## config.mk

```make
export PLATFORM = sky130hd
export DESIGN_NAME = qupls_reglist_seq
export DESIGN_NICKNAME = d
export VERILOG_FILES = /design/src/rtl/QuplsPkg.sv /design/src/rtl/cpu_types_pkg.sv /design/src/rtl/qupls_ffz32_lo.sv /design/src/rtl/qupls_reglist_seq.sv
export SDC_FILE = /design/constraint.sdc
export NUM_CORES = 1
export LEC_CHECK = 0
export ABC_CLOCK_PERIOD_IN_PS = 4400
export BUFFER_PORTS_ARGS = -buffer_cell sky130_fd_sc_hd__buf_2
export CAP_MARGIN = 20
export CORE_MARGIN = 10
export CORE_UTILIZATION = 55
export DETAILED_ROUTE_END_ITERATION = 8
export GPL_ROUTABILITY_DRIVEN = 1
export GPL_TIMING_DRIVEN = 0
export PLACE_DENSITY_LB_ADDON = 0.08
export RECOVER_POWER = 25
export SYNTH_ARGS = -nofsm -noshare
export SYNTH_HDL_FRONTEND = slang
export SYNTH_SLANG_ARGS = --single-unit
```

## constraint.sdc

```tcl
create_clock -name clk -period 4.4 [get_ports clk]
set_input_delay 0.22 -clock clk [delete_from_list [all_inputs] [get_ports clk]]
set_output_delay 0.22 -clock clk [all_outputs]
set_load 0.1 [all_outputs]
```

## src/rtl/QuplsPkg.sv

```systemverilog
// Purpose: types and widths for the Qupls register-list sequencer.
// Contents: sequencer FSM state enum, 32-bit register-list mask type, field widths.
package QuplsPkg;

  localparam int unsigned REGLIST_W = 32;
  localparam int unsigned REGIDX_W  = 5;
  localparam int unsigned OFFSET_W  = 16;
  localparam int unsigned SCALE_W   = 3;

  typedef logic [REGLIST_W-1:0] reglist_mask_t;

  typedef enum logic {
    IDLE = 1'b0,
    RUN  = 1'b1
  } reglist_state_t;

endpackage

```

## src/rtl/cpu_types_pkg.sv

```systemverilog
// Purpose: shared CPU-wide types used by the Qupls front end.
// Contents: architectural register number width and type.
package cpu_types_pkg;

  localparam int unsigned AREGNO_W = 7;

  typedef logic [AREGNO_W-1:0] aregno_t;

endpackage

```

## src/rtl/qupls_ffz32_lo.sv

```systemverilog
// Purpose: combinational finder for the lowest set bit of a 32-bit vector.
// Ports: vec   - input vector
//        idx   - index of the lowest set bit (0 when none)
//        found - high when any bit of vec is set
module qupls_ffz32_lo
  import QuplsPkg::*;
(
  input  logic [REGLIST_W-1:0] vec,
  output logic [REGIDX_W-1:0]  idx,
  output logic                 found
);

  // Scan high to low so the lowest set bit is the last one to write idx.
  always_comb begin
    idx   = '0;
    found = 1'b0;
    for (int i = REGLIST_W - 1; i >= 0; i--) begin
      if (vec[i]) begin
        idx   = REGIDX_W'(i);
        found = 1'b1;
      end
    end
  end

endmodule

```

## src/rtl/qupls_reglist_seq.sv

```systemverilog
// Purpose: sequences a register-list instruction into one element per enabled
//          cycle, in ascending register order, with per-element memory offset.
// Ports: clk, rst (async active-high)
//        en            - advance; everything holds when low
//        flush         - abort to idle, no done pulse
//        start, mask   - instruction offer and register bit list
//        scale_regs_i  - log2 bytes per element, captured at start
//        busy, stall   - sequence running / hold upstream instruction
//        reglist_active, regcnt, offset, ls_bmf, last - current element
//        done          - one-cycle completion pulse
// Config: QUPLS_REGLIST_PACK_EN defined -> offsets from element count (packed);
//         undefined -> offsets from register number (sparse).
module qupls_reglist_seq
  import QuplsPkg::*;
  import cpu_types_pkg::*;
(
  input  logic                clk,
  input  logic                rst,
  input  logic                en,
  input  logic                flush,
  input  logic                start,
  input  logic [31:0]         mask,
  input  logic [2:0]          scale_regs_i,
  output logic                busy,
  output logic                stall,
  output logic                reglist_active,
  output aregno_t             regcnt,
  output logic [15:0]         offset,
  output logic                ls_bmf,
  output logic                last,
  output logic                done
);

  reglist_state_t        state_q, state_d;
  reglist_mask_t         work_q, work_d;
  logic [SCALE_W-1:0]    scale_q, scale_d;

  reglist_mask_t         src;
  reglist_mask_t         rest;
  logic [REGIDX_W-1:0]   idx;
  logic                  found;
  logic [SCALE_W-1:0]    sc;
  logic [REGIDX_W-1:0]   ord;
  logic [OFFSET_W-1:0]   elem_off;

  logic                  busy_d, stall_d, active_d, ls_bmf_d, last_d, done_d;
  aregno_t               regcnt_d;
  logic [OFFSET_W-1:0]   offset_d;

  // In idle the incoming mask is examined directly so the first element
  // can be registered on the accepting edge.
  assign src  = (state_q == IDLE) ? mask : work_q;
  assign rest = src & (src - reglist_mask_t'(1));
  assign sc   = (state_q == IDLE) ? scale_regs_i : scale_q;

  qupls_ffz32_lo u_ffz (
    .vec   (src),
    .idx   (idx),
    .found (found)
  );

`ifdef QUPLS_REGLIST_PACK_EN
  // Count of elements already emitted in this sequence.
  logic [REGIDX_W-1:0] cnt_q, cnt_d;
  assign ord = (state_q == IDLE) ? '0 : cnt_q;
`else
  assign ord = idx;
`endif

  assign elem_off = OFFSET_W'(ord) << sc;

  // Next-state and next-output logic.
  always_comb begin
    state_d  = state_q;
    work_d   = work_q;
    scale_d  = scale_q;
    busy_d   = busy;
    stall_d  = stall;
    active_d = reglist_active;
    regcnt_d = regcnt;
    offset_d = offset;
    ls_bmf_d = ls_bmf;
    last_d   = last;
    done_d   = done;
`ifdef QUPLS_REGLIST_PACK_EN
    cnt_d    = cnt_q;
`endif

    if (flush) begin
      state_d  = IDLE;
      work_d   = '0;
      busy_d   = 1'b0;
      stall_d  = 1'b0;
      active_d = 1'b0;
      regcnt_d = '0;
      offset_d = '0;
      ls_bmf_d = 1'b0;
      last_d   = 1'b0;
      done_d   = 1'b0;
`ifdef QUPLS_REGLIST_PACK_EN
      cnt_d    = '0;
`endif
    end else if (en) begin
      done_d = 1'b0;
      if ((state_q == IDLE && start) || state_q == RUN) begin
        if (found) begin
          // Present the lowest remaining register and retire its bit.
          state_d  = RUN;
          work_d   = rest;
          busy_d   = 1'b1;
          active_d = 1'b1;
          regcnt_d = aregno_t'(idx);
          offset_d = elem_off;
          ls_bmf_d = (state_q == IDLE);
          last_d   = (rest == '0);
          stall_d  = (rest != '0);
          if (state_q == IDLE) begin
            scale_d = scale_regs_i;
          end
`ifdef QUPLS_REGLIST_PACK_EN
          cnt_d    = (state_q == IDLE) ? REGIDX_W'(1) : cnt_q + REGIDX_W'(1);
`endif
        end else begin
          // Empty list offered, or the last element has been presented.
          state_d  = IDLE;
          work_d   = '0;
          busy_d   = 1'b0;
          stall_d  = 1'b0;
          active_d = 1'b0;
          regcnt_d = '0;
          offset_d = '0;
          ls_bmf_d = 1'b0;
          last_d   = 1'b0;
          done_d   = 1'b1;
`ifdef QUPLS_REGLIST_PACK_EN
          cnt_d    = '0;
`endif
        end
      end
    end
  end

  // State and registered outputs.
  always_ff @(posedge clk or posedge rst) begin
    if (rst) begin
      state_q        <= IDLE;
      work_q         <= '0;
      scale_q        <= '0;
      busy           <= 1'b0;
      stall          <= 1'b0;
      reglist_active <= 1'b0;
      regcnt         <= '0;
      offset         <= '0;
      ls_bmf         <= 1'b0;
      last           <= 1'b0;
      done           <= 1'b0;
`ifdef QUPLS_REGLIST_PACK_EN
      cnt_q          <= '0;
`endif
    end else begin
      state_q        <= state_d;
      work_q         <= work_d;
      scale_q        <= scale_d;
      busy           <= busy_d;
      stall          <= stall_d;
      reglist_active <= active_d;
      regcnt         <= regcnt_d;
      offset         <= offset_d;
      ls_bmf         <= ls_bmf_d;
      last           <= last_d;
      done           <= done_d;
`ifdef QUPLS_REGLIST_PACK_EN
      cnt_q          <= cnt_d;
`endif
    end
  end

endmodule

```

==> results.py, run 1 <==
metrics = {
    "status": {
        "status": "finished, violations left",
        "violations": "max-capacitance violations, max-slew violations",
    },
    "sta": {
        "fin_tns_setup_ps": 0,
        "clock_skew_ps": 9.70,
        "holdWs_ps": 159,
        "fin_crit_ps": 4110,
        "min_period_over_period_pct": 93.5,
        "rsz0062_at_grt": "no",
        "fmax_mhz": 243,
        "slew_headroom_pct": -43.5,
        "worst_pin_slew_ps": 2150,
        "setup_viol": 0,
        "finalHoldViolCount": 0,
        "drv_slew": 41,
    },
    "logic_synthesis": {
        "synth_top_family_by_area": "compound AO/OA/AOI/OAI gates",
        "yosysTopAreaCellShare_pct": 35.6,
        "synth_area_per_cell_um2": 8.74,
        "synth-simple-area-share_pct": 22.4,
        "yosysSeqAreaShare_pct": 35.6,
        "yosys.area.top_type": "dfrtp_1",
        "synth_xor_area_share_pct": 0,
        "yosysWarnings": 0,
        "synth_ff_type": "dfrtp_1",
        "synthAdderAreaFrac_pct": 0.254,
        "async_flop_share_pct": 100,
        "synth.area.mux_share_pct": 9.14,
        "yosysUniqueCellTypes": 72,
        "synth_compound_area_share_pct": 27.0,
        "yosys_register_bits": 56,
        "yosys-top-cells-area": "dfrtp_1 (36%), mux2i_1 (4.6%), mux2_2 (4.6%), nand2_1 (4.6%), o21ai_0 (4.4%)",
        "synth_edf_count": 0,
        "synth_area_um2": 3940,
        "synth_cells": 451,
    },
    "drt": {
        "postRouteAntennaNets": 0,
        "vias": 4018,
        "firstDrtPassIters": 5,
        "drt_wl_total_um": 13600,
        "drcViolationCount": 0,
        "wl_per_cell_um": 21.7,
        "drt_iter0_drc": 431,
        "viasPerCell": 6.44,
    },
    "setup_path": {
        "cp_num_cells": 13,
        "crit_slowest_cell": "nor4_1",
        "cp_max_fo": 10,
        "critPathArrivalTime_ps": 4340,
        "worstSetupEndpoint": "offset[3]$_DFFE_PP0P_",
        "crit_top_cell": "buf_4",
        "critPathKind": "flip-flop to flip-flop",
        "crit_start": "state_q$_DFFE_PP0P_",
        "crit_chain": "buf_2 -> buf_4 -> buf_4 -> buf_4 -> buf_4 -> buf_2 -> nor4_1 -> o21ai_0 -> a32oi_1 -> o21ai_0 -> o2bb2ai_1 -> a211o_1 -> a32o_1",
        "reg2reg_slack_ps": 290,
        "r2r_cells": 13,
        "reg2reg_from": "state_q$_DFFE_PP0P_",
        "crit_family": "compound AO/OA/AOI/OAI gates",
        "path_buf_inv": 6,
        "start_kind": "flip-flop",
        "timing.rr.end": "offset[3]$_DFFE_PP0P_",
        "required_ps": 4630,
        "worstSetupEndpointType": "flip-flop",
        "cp_slowest_stage_delay_ps": 650,
    },
    "cells_and_area": {
        "seqCellArea_um2": 1400,
        "num-fill-cells": 623,
        "n_antenna_cell": 0,
        "nNetsFinal": 567,
        "finalCoreUtilization_pct": 65.5,
        "layout-area-overhead-vs-synth_pct": 14.2,
        "instances_no_fill": 624,
        "multi_input_area_um2": 2340,
        "drive_above_1_share_pct": 23.1,
    },
    "grt": {
        "grt_use_total_pct": 24.1,
        "grt_max_degree": 41,
        "antenna_found_initial": 0,
        "grt_remaining_overflow": 0,
        "grt_pass1_vias": 4094,
        "grt_pass1_wl_um": 21700,
    },
    "clock_network": {
        "htree_levels": 2,
        "cts-root-buf": "clkbuf_8",
        "insertion_delay_ps": 330,
        "clockBufferDepth": 2,
        "clk_pin_slew_worst_paths_ps": 120,
        "clock_sinks": 56,
        "numCtsBuffers": 5,
        "cts_tree": "built",
        "postCtsResizedCells": 0,
    },
    "placement": {
        "hpwl_um": 10100,
        "routabilityCongestion": 0.981,
        "port_buffers": 62,
        "dpl.cell_count": 615,
    },
    "power_and_ir_drop": {
        "irDropWorstVdd_v": 0.000174,
        "total_power_w": 0.00132,
        "p_leak_nw": 2.03,
        "power_density_nw_per_um2": 292,
    },
    "die": {
        "row_count": 30,
        "die_area_um2": 11000,
        "core_area_um2": 6870,
        "dieHeight_um": 105,
        "dieWidth_um": 105,
        "start_util_pct": 57.4,
        "pin_count": 69,
    },
    "hold_path": {
        "whs_path_depth": 4,
        "hold_path_class": "input pin to flip-flop",
        "min_from": "en",
    },
    "run": {
        "maxCapViolations": 1,
    },
}
-- layer usage --
metal  routed length, um  vias to the layer above  GRT usage [%]
met5                   0                        -              0
met4                 393                        0           9.12
met3                1360                       34           6.70
met2                5890                      230           36.9
met1                5930                     1914           31.7
li1                    -                     1840              -
-- Yosys cell counts, drive strengths merged, types with 3 or more instances --
| master | count |
|---|---|
| nor4b | 3 |
| a21oi | 26 |
| inv | 10 |
| nand2 | 48 |
| nor3 | 13 |
| a21o | 4 |
| and3 | 4 |
| o21ai | 35 |
| and2 | 12 |
| mux2i | 18 |
| a22oi | 4 |
| nor2b | 5 |
| clkbuf | 8 |
| nor4 | 3 |
| nand3b | 3 |
| nor2 | 38 |
| a32o | 13 |
| buf | 22 |
| o31ai | 7 |
| dfrtp | 56 |
| a22o | 14 |
| nor3b | 7 |
| nand2b | 5 |
| a31o | 3 |
| or3 | 10 |
| o21a | 3 |
| a2bb2oi | 3 |
| mux2 | 16 |
| or3b | 8 |
| nand3 | 4 |
| o211ai | 3 |
-- what timing repair did --
item	CTS	global route
hold buffers	1	0
endpoints found under the hold margin	16	0
buffers inserted	0	0
-- worst min-delay path by stage --
stage / endpoint / slack [ps]
after floorplan: work_q[11]$_DFFE_PP0P_ / 370
after global placement: ls_bmf$_DFFE_PP0P_ / 460
after detailed placement: work_q[26]$_DFFE_PP0P_ / 240
after CTS: state_q$_DFFE_PP0P_ / 150
after global routing: state_q$_DFFE_PP0P_ / 190
final: state_q$_DFFE_PP0P_ / 160
-- state kept, by name (all words and copies together) (netlist names), 3 cells and up --
signal,cells
regcnt,5
work_q,31
scale_q,3
offset,12
-- kinds of logic after synthesis --
| kind of cell | Yosys count |
|---|---|
| AOI/OAI and AO/OA | 149 |
| adders and majority gates | 1 |
| buffers and inverters | 40 |
| DFF | 56 |
| muxes | 34 |
| other | 1 |
| and+or+nand+nor | 170 |
-- power breakdown --
part	total (W)	switching (W)	leakage, nW	internal (W)
combinational	0.000423	0.000288	1.22	0.000135
clock	0.000323	0.000202	0.0511	0.000121
sequential	0.000570	0.0000278	0.761	0.000543
total	0.00132	0.000518	2.03	0.000798
-- placed cells by master, fill, tap and decap left out, types with 11 or more instances in the layout --
cell type  netlist  routed
mux2_2          16      16
nor2_1          37      37
a22o_1          14      14
o21ai_0         35      35
and2_1          11      11
nor3_1          13      13
mux2i_1         18      18
buf_2            6      68
a32o_1          13      13
nand2_1         48      48
buf_4           14      14
a21oi_1         26      26
dfrtp_1         56      56
-- stage by stage --
stage	area [um2]	setup WS, ps
floorplan	3960	911
global placement	4390	541
detailed placement	4410	556
CTS	4520	534
global route	4500	201
finish	4500	288
-- final cells by class --
cell class | count | share of cell area (%)
sequential | 56 | 31.1
multi-input combinational | 360 | 52.0
buffer | 30 | 4.00
clock buffer | 5 | 1.53
inverter | 10 | 0.834
timing repair buffer | 64 | 7.20
clock inverter | 3 | 0.639
tap | 96 | 2.67
-- worst register-to-register path, cell delays in order, from the launching register on --
cell,delay (ps)
dfrtp_1,490
buf_2,220
buf_4,190
buf_4,200
buf_4,200
buf_4,210
buf_2,230
nor4_1,650
o21ai_0,200
a32oi_1,400
o21ai_0,140
o2bb2ai_1,280
a211o_1,360
a32o_1,260
Power figures use the tool's default switching activity.
==> run 2, diff against run 1 <==
--- a/config.mk
+++ b/config.mk
@@ -5,14 +5,15 @@
 export SDC_FILE = /design/constraint.sdc
 export NUM_CORES = 1
 export LEC_CHECK = 0
-export ABC_CLOCK_PERIOD_IN_PS = 4400
+export ABC_CLOCK_PERIOD_IN_PS = 5210
 export BUFFER_PORTS_ARGS = -buffer_cell sky130_fd_sc_hd__buf_2
 export CAP_MARGIN = 20
 export CORE_MARGIN = 10
-export CORE_UTILIZATION = 55
+export CORE_UTILIZATION = 52
 export DETAILED_ROUTE_END_ITERATION = 8
 export GPL_ROUTABILITY_DRIVEN = 1
 export GPL_TIMING_DRIVEN = 0
+export HOLD_SLACK_MARGIN = 0.12
 export PLACE_DENSITY_LB_ADDON = 0.08
 export RECOVER_POWER = 25
 export SYNTH_ARGS = -nofsm -noshare
==> constraint.sdc (replaced) <==
create_clock -name clk -period 5.21 [get_ports clk]
set_input_delay 0.2605 -clock clk [delete_from_list [all_inputs] [get_ports clk]]
set_output_delay 0.2605 -clock clk [all_outputs]
set_load 0.1 [all_outputs]
==> run 2 against run 1 <==
The flow still finishes with violations (max-capacitance violations, max-slew violations). Total power is 17% lower. Critical endpoint is now stall$_DFFE_PP0P_. Sequential share of layout area is essentially flat. Non-clock buffer count unchanged. Register-to-register slack improved by 820 ps. Cell area barely moved. Clock skew up 3.5 ps. Via count up 0.50%. Maximum frequency is 0.33% higher. Critical path depth shrank 1.
==> results.py, run 2 (same netlist as run 1, synthesis figures left out) <==
metrics = {
    "status": {
        "status": "finished, violations left",
        "violations": "max-capacitance violations, max-slew violations",
    },
    "clock_network": {
        "cts-hold-fix-buffers": 1,
        "post_cts_buffers": 0,
        "insertion_delay_ps": 320,
        "clock_sinks": 56,
        "clk_pin_slew_worst_paths_ps": 120,
        "postCtsResizedCells": 0,
        "cts_tree": "built",
        "cts-root-buf": "clkbuf_8",
        "numCtsBuffers": 5,
        "htree_levels": 2,
        "clockBufferDepth": 2,
    },
    "cells_and_area": {
        "multi_input_area_um2": 2340,
        "final_area_um2": 4500,
        "n_antenna_cell": 0,
        "largest-register": "work_q",
        "finalCoreUtilization_pct": 61.4,
        "largest_reg_flops": 31,
        "seqCellArea_um2": 1400,
        "drive_above_1_share_pct": 23.1,
        "layout_commonest_cell": "buf_2",
        "layout_common_cells": "buf_2 (68), dfrtp_1 (56), nand2_1 (48), nor2_1 (37), o21ai_0 (35)",
        "num-fill-cells": 681,
        "top_regs": "work_q: 31 flops, offset: 12 flops, regcnt: 5 flops",
        "nNetsFinal": 567,
        "layout-area-overhead-vs-synth_pct": 14.3,
    },
    "die": {
        "core_area_um2": 7330,
        "die_area_um2": 11500,
        "start_util_pct": 53.8,
        "dieWidth_um": 107,
        "dieHeight_um": 107,
        "pin_count": 69,
        "row_count": 31,
    },
    "grt": {
        "grt_remaining_overflow": 0,
        "grt_pass1_wl_um": 21400,
        "antenna_found_initial": 0,
        "grt_max_degree": 40,
        "grt_pass1_vias": 3941,
        "grt_use_total_pct": 23.1,
    },
    "drt": {
        "postRouteAntennaNets": 0,
        "wl_per_cell_um": 21.5,
        "drt_wl_total_um": 13500,
        "firstDrtPassIters": 7,
        "drt_iter0_drc": 350,
        "drcViolationCount": 0,
        "vias": 4038,
        "viasPerCell": 6.44,
    },
    "setup_path": {
        "reg2reg_from": "state_q$_DFFE_PP0P_",
        "crit_chain": "buf_2 -> buf_4 -> buf_4 -> buf_4 -> buf_4 -> buf_2 -> a21oi_1 -> o41ai_1 -> o2111ai_1 -> nor4_1 -> nand3_1 -> a22o_1",
        "crit_slowest_cell": "o41ai_1",
        "critPathArrivalTime_ps": 4310,
        "timing.rr.end": "stall$_DFFE_PP0P_",
        "cp_max_fo": 10,
        "r2r_cells": 12,
        "worstSetupEndpointType": "flip-flop",
        "cp_slowest_stage_delay_ps": 650,
        "start_kind": "flip-flop",
        "critPathKind": "flip-flop to flip-flop",
        "reg2reg_slack_ps": 1110,
        "required_ps": 5420,
        "crit_top_cell": "buf_4",
    },
    "sta": {
        "setup_slack_ps": 1110,
        "fin_tns_setup_ps": 0,
        "min_period_over_period_pct": 78.7,
        "slew_headroom_pct": -44.7,
        "worst_pin_slew_ps": 2170,
        "finalHoldViolCount": 0,
        "fmax_mhz": 244,
        "setup_viol": 0,
        "drv_slew": 40,
        "rsz0062_at_grt": "no",
        "holdWs_ps": 202,
        "clock_skew_ps": 13.1,
        "fin_crit_ps": 4100,
    },
    "hold_path": {
        "hold_path_class": "input pin to flip-flop",
        "min_from": "en",
        "whs_endpoint": "state_q$_DFFE_PP0P_",
        "whs_path_depth": 4,
    },
    "power_and_ir_drop": {
        "power_density_nw_per_um2": 244,
        "irDropWorstVdd_v": 0.000137,
        "p_clk_share_pct": 23.7,
        "p_leak_nw": 2.02,
        "switching_share_pct": 38.9,
        "p_seq_share_pct": 43.9,
        "switchingPower_w": 0.000427,
        "pwr-share-comb_pct": 32.4,
        "power.internal_w": 0.000671,
    },
    "run": {
        "maxCapViolations": 1,
    },
    "placement": {
        "placed_cell_area_um2": 4410,
        "hpwl_um": 10300,
        "dp_slack_ps": 1280,
        "port_buffers": 62,
        "routabilityCongestion": 1.00,
    },
}
## run 2: final cells by class
cell class / count / share of cell area [%]
buffer: 30 / 4.00
clock buffer: 5 / 1.53
clock inverter: 3 / 0.611
inverter: 10 / 0.833
multi-input combinational: 360 / 52.0
sequential: 56 / 31.1
tap: 99 / 2.75
timing repair buffer: 64 / 7.19
## run 2: layer usage
metal  share of wire, %  up-vias  track usage, %
met1                 45     1948            32.7
met5                  0        -               0
met2                 43      231            34.7
met4                1.8        0            5.90
met3                 10       28            5.03
li1                   -     1831               -
## run 2: critical path: cells and delay by family, from the launching register on
family          cells  cell delay, ps
compound gates      4            1280
flops               1             510
buf+inv             6            1490
simple gates        2             690
## run 2: power by group through the flow
stage,Clock (W),Sequential [W],Combinational [W]
floorplan,0,0.000525,0.000211
finish,0.000260,0.000482,0.000355
global route,0.000280,0.000485,0.000379
CTS,0.000262,0.000481,0.000350
detailed placement,0,0.000489,0.000348
global placement,0,0.000488,0.000344
## run 2: worst max path at each step
| stage | slack (ps) | cells after the start | endpoint | from |
|---|---|---|---|---|
| 4_1_cts | 1250 | 13 | stall$_DFFE_PP0P_ | state_q$_DFFE_PP0P_ |
| 3_3_place_gp | 1280 | 13 | stall$_DFFE_PP0P_ | state_q$_DFFE_PP0P_ |
| 5_1_grt | 1040 | 12 | stall$_DFFE_PP0P_ | state_q$_DFFE_PP0P_ |
| 6_report | 1110 | 12 | stall$_DFFE_PP0P_ | state_q$_DFFE_PP0P_ |
| 3_5_place_dp | 1280 | 13 | stall$_DFFE_PP0P_ | state_q$_DFFE_PP0P_ |
| 2_1_floorplan | 1720 | 13 | stall$_DFFE_PP0P_ | state_q$_DFFE_PP0P_ |
## run 2: per-stage QoR
step                      std cells  power (W)
after global routing            627    0.00114
final                           627    0.00110
after global placement          617   0.000832
after floorplan                 456   0.000736
after CTS                       627    0.00109
after detailed placement        618   0.000838
